==> config.mk <==
export PLATFORM = sky130hd
export DESIGN_NAME = adder_n_input_pipeline_floating_point32
export DESIGN_NICKNAME = d
export VERILOG_FILES = /design/src/rtl/fp32_pkg.sv /design/src/rtl/fp32_add_comb.sv /design/src/rtl/adder_n_input_pipeline_floating_point32.sv
export SDC_FILE = /design/constraint.sdc
export NUM_CORES = 1
export LEC_CHECK = 0
export CAP_MARGIN = 10
export CORE_MARGIN = 3
export CORE_UTILIZATION = 40
export CTS_BUF_LIST = sky130_fd_sc_hd__clkbuf_16
export DETAILED_ROUTE_END_ITERATION = 10
export GPL_TIMING_DRIVEN = 0
export MAX_ROUTING_LAYER = met4
export PLACE_DENSITY = 0.59
export SLEW_MARGIN = 20
export SYNTH_ARGS = -nofsm -noshare
export SYNTH_HDL_FRONTEND = slang
export SYNTH_SLANG_ARGS = --single-unit
==> constraint.sdc <==
create_clock -name clk -period 37.9 [get_ports clk]
set_input_delay 5.685 -clock clk [delete_from_list [all_inputs] [get_ports clk]]
set_output_delay 5.685 -clock clk [all_outputs]
set_load 0.01 [all_outputs]
==> src/rtl/fp32_pkg.sv <==
// rtl/fp32_pkg.sv - fp32 field layout, special constants and unpacked-float type
package fp32_pkg;

  localparam int EXP_W = 8;
  localparam int MAN_W = 23;
  localparam int BIAS  = 127;

  localparam logic [31:0] FP32_QNAN     = 32'h7FC00000;
  localparam logic [31:0] FP32_POS_ZERO = 32'h00000000;

  typedef struct packed {
    logic             sign;
    logic [EXP_W-1:0] exp;
    logic [MAN_W-1:0] mant;
  } fp32_t;

  function automatic logic is_nan(input logic [31:0] x);
    return (x[30:23] == 8'hFF) && (x[22:0] != '0);
  endfunction

endpackage

==> src/rtl/fp32_add_comb.sv <==
// rtl/fp32_add_comb.sv - combinational fp32 adder, RNE, subnormals flushed to signed zero
module fp32_add_comb
  import fp32_pkg::*;
(
  input  logic [31:0] a_i,
  input  logic [31:0] b_i,
  output logic [31:0] sum_o
);

  fp32_t       ua, ub, big, sml;
  logic        a_nan, b_nan, a_inf, b_inf, a_zero, b_zero;
  logic [26:0] m_big, m_sml, m_shift, m_norm;
  logic [27:0] m_sum;
  logic [7:0]  d;
  logic        sticky, found, rnd_up;
  logic [4:0]  lz;
  logic [9:0]  e_res;
  logic [24:0] m_rnd;

  always_comb begin
    ua     = fp32_t'(a_i);
    ub     = fp32_t'(b_i);
    a_nan  = (ua.exp == 8'hFF) && (ua.mant != '0);
    b_nan  = (ub.exp == 8'hFF) && (ub.mant != '0);
    a_inf  = (ua.exp == 8'hFF) && (ua.mant == '0);
    b_inf  = (ub.exp == 8'hFF) && (ub.mant == '0);
    a_zero = (ua.exp == '0);
    b_zero = (ub.exp == '0);

    // Order by magnitude so the subtraction path never goes negative
    if ({ua.exp, ua.mant} >= {ub.exp, ub.mant}) begin
      big = ua;
      sml = ub;
    end else begin
      big = ub;
      sml = ua;
    end

    m_big   = {1'b1, big.mant, 3'b000};
    m_sml   = {1'b1, sml.mant, 3'b000};
    d       = big.exp - sml.exp;
    m_shift = '0;
    sticky  = 1'b0;
    if (d >= 8'd27) begin
      sticky = 1'b1;
    end else begin
      m_shift = m_sml >> d;
      sticky  = |(m_sml & ((27'd1 << d) - 27'd1));
    end
    m_shift[0] = m_shift[0] | sticky;

    if (big.sign == sml.sign) m_sum = {1'b0, m_big} + {1'b0, m_shift};
    else                      m_sum = {1'b0, m_big} - {1'b0, m_shift};

    e_res = {2'b00, big.exp};
    found = 1'b0;
    lz    = '0;
    if (m_sum[27]) begin
      m_norm = m_sum[27:1] | {26'd0, m_sum[0]};
      e_res  = e_res + 10'd1;
    end else begin
      for (int i = 26; i >= 0; i--) begin
        if (!found && m_sum[i]) begin
          found = 1'b1;
          lz    = 5'(26 - i);
        end
      end
      m_norm = m_sum[26:0] << lz;
      e_res  = e_res - {5'd0, lz};
    end

    // Guard is bit 2, round/sticky below, lsb is bit 3
    rnd_up = m_norm[2] && (m_norm[3] || m_norm[1] || m_norm[0]);
    m_rnd  = {1'b0, m_norm[26:3]} + {24'd0, rnd_up};
    if (m_rnd[24]) begin
      m_rnd = m_rnd >> 1;
      e_res = e_res + 10'd1;
    end

    if (a_nan || b_nan)              sum_o = FP32_QNAN;
    else if (a_inf && b_inf)         sum_o = (ua.sign == ub.sign) ? a_i : FP32_QNAN;
    else if (a_inf)                  sum_o = a_i;
    else if (b_inf)                  sum_o = b_i;
    else if (a_zero && b_zero)       sum_o = {ua.sign & ub.sign, 31'd0};
    else if (a_zero)                 sum_o = b_i;
    else if (b_zero)                 sum_o = a_i;
    else if (m_sum == '0)            sum_o = FP32_POS_ZERO;
    else if (e_res[9] || e_res == '0) sum_o = {big.sign, 31'd0};
    else if (e_res >= 10'd255)       sum_o = {big.sign, 8'hFF, 23'd0};
    else                             sum_o = {big.sign, e_res[7:0], m_rnd[22:0]};
  end

endmodule

==> src/rtl/adder_n_input_pipeline_floating_point32.sv <==
// rtl/adder_n_input_pipeline_floating_point32.sv - serial fp32 accumulator summing groups of NUM_INPUTS samples
// Optional ReLU on the emitted sum is enabled by defining ADDER_N_RELU_OUT_EN.
module adder_n_input_pipeline_floating_point32
  import fp32_pkg::*;
#(
  parameter int NUM_INPUTS = 3,
  parameter int CNT_W      = $clog2(NUM_INPUTS + 1)
) (
  input  logic        clk,
  input  logic        rst,
  input  logic        i_valid,
  input  logic [31:0] i_data,
  input  logic        i_clear,
  output logic [31:0] o_data,
  output logic        o_valid,
  output logic        o_busy
);

  logic [31:0]      acc_q, acc_d, o_data_q, o_data_d;
  logic [31:0]      sum, result, out_val;
  logic [CNT_W-1:0] cnt_q, cnt_d;
  logic             o_valid_q, o_valid_d;
  logic             start, last;

  fp32_add_comb u_add (
    .a_i  (acc_q),
    .b_i  (i_data),
    .sum_o(sum)
  );

  // A clear with a sample restarts the group on that sample
  assign start  = i_clear || (cnt_q == '0);
  assign last   = start ? (NUM_INPUTS == 1) : (cnt_q == CNT_W'(NUM_INPUTS - 1));
  assign result = start ? i_data : sum;

`ifdef ADDER_N_RELU_OUT_EN
  assign out_val = is_nan(result) ? FP32_QNAN : (result[31] ? FP32_POS_ZERO : result);
`else
  assign out_val = result;
`endif

  always_comb begin
    acc_d     = acc_q;
    cnt_d     = cnt_q;
    o_data_d  = o_data_q;
    o_valid_d = 1'b0;
    if (i_clear) cnt_d = '0;
    if (i_valid) begin
      acc_d = result;
      if (last) begin
        cnt_d     = '0;
        o_data_d  = out_val;
        o_valid_d = 1'b1;
      end else begin
        cnt_d = start ? CNT_W'(1) : cnt_q + CNT_W'(1);
      end
    end
  end

  always_ff @(posedge clk) begin
    if (rst) begin
      acc_q     <= '0;
      cnt_q     <= '0;
      o_data_q  <= FP32_POS_ZERO;
      o_valid_q <= 1'b0;
    end else begin
      acc_q     <= acc_d;
      cnt_q     <= cnt_d;
      o_data_q  <= o_data_d;
      o_valid_q <= o_valid_d;
    end
  end

  assign o_data  = o_data_q;
  assign o_valid = o_valid_q;
  assign o_busy  = (cnt_q != '0);

endmodule

## Yosys cells after proc, flatten, opt, wreduce, memory -nomap -nowiden

Cells that the tools add are included.

| storage, ports and cells | value |
|---|---|
| input port bits | 36 |
| flip-flop bits (word level) | 67 |
| output and inout bits | 34 |
| word-level logic and storage cells | 213 |

| cells by class | value |
|---|---|
| muxes and demuxes | 106 |
| order comparisons | 3 |
| reduce and logical (&&, ||, !) cells | 78 |
| equal/unequal tests | 5 |
| shift operators | 3 |
| add/subtract/negate cells | 9 |
| bitwise logic cells | 5 |

Operators by type and width:

| kind | number |
|---|---|
| $mux 32 | 12 |
| $mux 31 | 2 |
| $mux 5 | 12 |
| $mux 1 | 56 |
| $mux 27 | 2 |
| $logic_not 23->1 | 2 |
| $reduce_bool 23->1 | 2 |
| $logic_and 1x1->1 | 33 |
| $mux 4 | 8 |
| $ge 31x31->1 | 1 |
| $add 27x27->28 | 1 |
| $logic_not 28->1 | 1 |
| $mux 28 | 1 |
| $sub 27x27->28 | 1 |
| $and 27x27->27 | 1 |
| $or 27x1->27 | 1 |
| $reduce_or 27->1 | 1 |
| $shl 1x8->27 const A | 1 |
| $shl 27x5->27 | 1 |
| $shr 27x8->27 | 1 |
| $sub 27x1->27 const B | 1 |
| $logic_not 1->1 | 26 |
| $add 24x1->25 | 1 |
| $mux 23 | 1 |
| 23 further kinds | 40 |

## Longest topological paths before layout

| depth | value |
|---|---|
| word-level depth | 136 |
| gate-level depth with buffers | 80 |
| mapped depth without buffers | 66 |

## Modules after synthesis

Synthesis repeated with hierarchy kept, for this count alone.

| unflattened totals | value |
|---|---|
| cells, all modules | 2,450 |
| area total of the unflattened synthesis | 16,279.4 um^2 |

By module, submodules not included:

| module | sequential area each (um^2) | cells an instance | area an instance (um^2) | instances |
|---|---|---|---|---|
| fp32_add_comb | 0.0 | 2,112 | 13,340.3 | 1 |
| adder_n_input_pipeline_floating_point32 | 1,341.3 | 338 | 2,939.1 | 1 |

## Worst setup path before layout

No wires, ideal clock.

| path | value |
|---|---|
| path kind | input-to-reg |
| from | input port i_data[19] |
| to | register acc_q[10] |
| data required time | 37.830 ns |
| stages on the path | 71 |
| buffers on the path | 16 |
| setup time | 0.070 ns |
| setup slack | 18.688 ns |
| arrival time | 19.142 ns |
| path through | clkbuf_1 > inv_1 > ha_1 > nand4_1 > nor3_2 > a221oi_2 > and2_1 > buf_4 > nand2_4 > buf_4 > buf_2 > buf_1 > buf_1 > clkbuf_1 > clkbuf_1 > nor2_1 > a21oi_1 > ha_1 > [35 not listed] > buf_4 > buf_6 > fa_1 > a21o_1 > a21oi_1 > o21ai_0 > or3_1 > a21boi_0 > xnor2_1 > or2_2 > or3_1 > nand2_1 > o31ai_1 > or2_2 > mux2_2 > nor4_4 > a222oi_1 > a21boi_1 |

| between the ends | value |
|---|---|
| cells in the longest elaborated chain, start to end | 136 |
| elaborated cells between the ends (all ways) | 182 |
| those cells by class | 8 x add/sub; 3 x order compare; 1 x eq/ne; 3 x shift; 99 x mux; 3 x bitwise; 65 x reduce/logical |

Ends and longest elaborated chain:

| element | RTL line | text |
|---|---|---|
| start, declared | adder_n_input_pipeline_floating_point32.sv:12 | `input logic [31:0] i_data,` |
| $ge 31x31->1 | fp32_add_comb.sv:31 | `if ({ua.exp, ua.mant} >= {ub.exp, ub.mant}) begin` |
| $mux 32 | fp32_add_comb.sv:31 |  |
| $sub 8x8->8 | fp32_add_comb.sv:41 | `d = big.exp - sml.exp;` |
| $shl 1x8->27 | fp32_add_comb.sv:48 | `sticky = \|(m_sml & ((27'd1 << d) - 27'd1));` |
| $sub 27x1->27 | fp32_add_comb.sv:48 |  |
| $and 27x27->27 | fp32_add_comb.sv:48 |  |
| $reduce_or 27->1 | fp32_add_comb.sv:48 |  |
| $mux 1 | fp32_add_comb.sv:44 | `if (d >= 8'd27) begin` |
| [120 not listed] | -- |  |
| $mux 32 | fp32_add_comb.sv:86 | `else if (b_zero) sum_o = a_i;` |
| $mux 32 | fp32_add_comb.sv:85 | `else if (a_zero) sum_o = b_i;` |
| $mux 32 | fp32_add_comb.sv:84 | `else if (a_zero && b_zero) sum_o = {ua.sign & ub.sign, 31'd0};` |
| $mux 32 | fp32_add_comb.sv:83 | `else if (b_inf) sum_o = b_i;` |
| $mux 32 | fp32_add_comb.sv:82 | `else if (a_inf) sum_o = a_i;` |
| $mux 32 | fp32_add_comb.sv:81 | `else if (a_inf && b_inf) sum_o = (ua.sign == ub.sign) ? a_i : FP32_QNAN;` |
| $mux 32 (*) | fp32_add_comb.sv:80 | `if (a_nan \|\| b_nan) sum_o = FP32_QNAN;` |
| $mux 32 (*) | adder_n_input_pipeline_floating_point32.sv:34 | `assign result = start ? i_data : sum;` |
| end signal, assigned | adder_n_input_pipeline_floating_point32.sv:62 | `acc_q <= '0;` |
| end signal, assigned | adder_n_input_pipeline_floating_point32.sv:67 | `acc_q <= acc_d;` |
| end, declared | adder_n_input_pipeline_floating_point32.sv:19 | `logic [31:0] acc_q, acc_d, o_data_q, o_data_d;` |

Every way passes the cells marked *; elsewhere a longest branch is shown, timed or not. The select of a mux whose other input is x is not followed.
A chain may end at the register's enable or synchronous reset.

## Worst setup path in the final report

| path | value |
|---|---|
| from | input port i_data[25] |
| to | register o_data_q[21] (netlist: o_data[21]) |

| between the ends | value |
|---|---|
| cells in the longest elaborated chain, start to end | 136 |
| elaborated cells between the ends (all ways) | 183 |
| those cells by class | 8 x add/sub; 3 x order compare; 2 x eq/ne; 3 x shift; 99 x mux; 3 x bitwise; 65 x reduce/logical |

Ends and longest elaborated chain:

| element | RTL line | text |
|---|---|---|
| $ge 31x31->1 | fp32_add_comb.sv:31 |  |
| $mux 32 | fp32_add_comb.sv:31 |  |
| $sub 8x8->8 | fp32_add_comb.sv:41 |  |
| $shl 1x8->27 | fp32_add_comb.sv:48 |  |
| $sub 27x1->27 | fp32_add_comb.sv:48 |  |
| $and 27x27->27 | fp32_add_comb.sv:48 |  |
| $reduce_or 27->1 | fp32_add_comb.sv:48 |  |
| $mux 1 | fp32_add_comb.sv:44 |  |
| [120 not listed] | -- |  |
| $mux 32 | fp32_add_comb.sv:86 |  |
| $mux 32 | fp32_add_comb.sv:85 |  |
| $mux 32 | fp32_add_comb.sv:84 |  |
| $mux 32 | fp32_add_comb.sv:83 |  |
| $mux 32 | fp32_add_comb.sv:82 |  |
| $mux 32 | fp32_add_comb.sv:81 |  |
| $mux 32 (*) | fp32_add_comb.sv:80 |  |
| $mux 32 (*) | adder_n_input_pipeline_floating_point32.sv:34 |  |
| end signal, assigned | adder_n_input_pipeline_floating_point32.sv:69 | `o_data_q <= o_data_d;` |
| end, declared | adder_n_input_pipeline_floating_point32.sv:19 |  |

Marks and branches as above.

==> results.yml <==
outcome:
  outcome: "finished, final reports clean"
worst_setup_path:
  cp.arrival_ns: 24.87
  worst_setup_path_start_kind: "input port"
  slowest_delay_ns: 0.76
  crit_family: "buffers and inverters"
  end_kind: "flop"
  critPathBufInv: 20
  crit_slowest_cell: "clkdlybuf4s50_1"
  worstPathMaxFanout: 10
  worstPathRequired_ns: 38.11
  cp_common_cell: "o21ai_0"
  worstSetupPathType: "input port to flop"
yosys:
  syn_inst: 2356
  ys.flop_type: "dfxtp_1"
  synth_nets: 2484
  ys_seq_elements: 67
  yosysWarnings: 0
  synth_top_area_share_pct: 8.59
  synth_common_cells: "nand2_1, nor2_1, a21oi_1"
  yosysSeqAreaShare_pct: 8.59
  synth_area_leaders: "dfxtp_1, a21oi_1, ha_1"
  syn_area_per_cell_um2: 6.63
  netlist-cell-type-count: 130
  ys_async_sr_fraction_pct: 0
  synth_largest_area_cell: "dfxtp_1"
  yosysMostFrequentCell: "nand2_1"
  synth_area_um2: 15600
  synth_edf_count: 0
route:
  wl_per_cell_um: 28.7
  routed_via_density: 6.87
  dr.pass1.iters: 9
  drt_iter0_markers: 3087
  via_count: 20300
  drc: 0
  drtAntennaViolNets: 0
  wirelength_mm: 84.8
placed_design:
  gp_congestion: 1.10
  post-place-cells: 2935
  io_buffers: 67
  place_hpwl_mm: 67.6
floorplanning:
  rows: 71
  dieArea_um2: 41400
  chipWidth_um: 204
  core_um2: 38100
  io_pins: 70
  floorplan.initialDensity_pct: 41.0
  die_h_um: 204
job:
  cap_violations: 0
power:
  peakVddDrop_mv: 0.0237
  power_density_nw_per_um2: 44.7
  p_leak_nw: 6.76
  total_power_mw: 0.771
layout:
  syn_to_final_growth_pct: 10.5
  drive_above_1_share_pct: 8.77
  final_cells: 2953
  n_fill_cell: 4111
  regArea_um2: 1340
  multiInputGateArea_um2: 13000
  nNetsFinal: 2563
global_route:
  grt_use_met2_pct: 60.8
  grt_max_degree: 13
  overflow: 0
  top_usage_layer: "met2"
  grt_usage_pct: 40.2
  gr-usage-met1_pct: 53.9
  grtUsageMet3_pct: 7.65
  grt_pass1_wl_mm: 124
  antenna_found_initial: 2
  grt_pass1_vias: 18800
clocking:
  cts.sinks: 67
  clk_latency_ns: 0.35
  post_cts_buffers: 0
  cts_hold_buf: 0
  clk_pin_slew_ns: 0.06
  htreeDepth: 3
  cts_tree: "done"
  cts_root_buffer: "clkbuf_16"
  cts_buffers: 9
  clk_path_buf_depth: 2
  cts.repair.resized: 0
sta:
  relSlewSlack_pct: 22.2
  fin_setup_tns_ns: 0
  rsz0062_at_grt: "false"
  final_hold_viol_count: 0
  fin_crit_sh_pct: 65.0
  finalSetupViolCount: 0
  period_needed_ns: 24.65
  max_freq_mhz: 40.6
  worstMarginPinSlew_ns: 1.16
  finalMaxSlewViolations: 0
  finClkSkew_ns: 0.00931
min_path:
  hp-class: "flop to flop"
[cells by family (layout without fill, tap and decap cells)]
logic type / Yosys count / count (layout) / synth area share (%)
and+or+nand+nor: 921 / 921 / 29.5
AOI/OAI and AO/OA: 850 / 850 / 36.4
buffers and inverters: 277 / 361 / 8.17
adders and majority gates: 94 / 94 / 7.60
muxes: 78 / 78 / 5.67
xor gates and xnor gates: 69 / 69 / 4.06
DFF: 67 / 67 / 8.59
other: 0 / 2 / 0
[power by group]
group | total (mW) | internal (mW) | switching (mW)
Combinational | 0.601 | 0.186 | 0.415
Sequential | 0.0850 | 0.0740 | 0.0110
Clock | 0.0858 | 0.0507 | 0.0350
[worst paths after layout]
check / startpoint / endpoint / slack (ns) / depth (start not counted)
hold reg to reg: o_data[23] / o_data[23] / 0.46 / 2
setup reg to reg: acc_q[27] / o_data[21] / 19.09 / 74
hold / removal: o_data[23] / o_data[23] / 0.46 / 2
setup / recovery: i_data[25] / o_data[21] / 13.25 / 76
[state kept, by name, indices dropped and copies added, names as in the netlist]
name / cells
cnt_q: 2
acc_q: 32
o_valid: 1
o_data: 32
[worst min-delay path, delay by kind of cell, from the launching register on]
family / cells / cell delay, ns
simple gates: 1 / 0.05
compound gates: 1 / 0.05
flops: 1 / 0.31
[cell usage in the layout (no fill, tap or decap), types with 19 or more instances in the layout]
cell type,n
nand2_1,271
nor2_1,229
a21oi_1,226
o21ai_0,184
inv_1,114
ha_1,90
nor3_1,81
nand3_1,77
clkbuf_1,73
dfxtp_1,67
clkdlybuf4s50_1,67
mux2i_1,54
xnor2_1,47
a211oi_1,41
a21o_1,35
nor4_1,35
buf_2,34
nand4_1,33
buf_4,33
o211ai_1,33
a31oi_1,29
o21ai_1,25
or3_1,24
and3_1,24
o31ai_1,23
and2_1,20
nor2b_1,19
[layer usage]
metal / vias up / share of wire, %
met3: 281 / 11
met4: 0 / 4.5
met2: 1407 / 43
li1: 8953 / -
met5: - / 0
met1: 9637 / 42
[final cells by class]
class                      instances  share of cell area (%)
clock buffer                       9                    1.31
antenna                            2                  0.0290
sequential                        67                    7.78
timing repair buffer              68                    3.93
buffer                           157                    4.77
multi-input combinational       2012                    75.5
tap                              511                    3.71
inverter                         120                    2.63
clock inverter                     7                   0.392
[through the flow]
step	cell area [um^2]	hold WS (ns)	util [%]	worst slack [ns]
2_1_floorplan	15600	0.473	-	18.69
4_1_cts	17200	0.464	45.2	13.84
6_report	17200	0.462	45.3	13.25
5_1_grt	17200	0.482	45.3	12.26
3_5_place_dp	17000	0.445	44.5	13.57
3_3_place_gp	16900	0.447	44.4	13.50
Power figures use the tool's default switching activity.
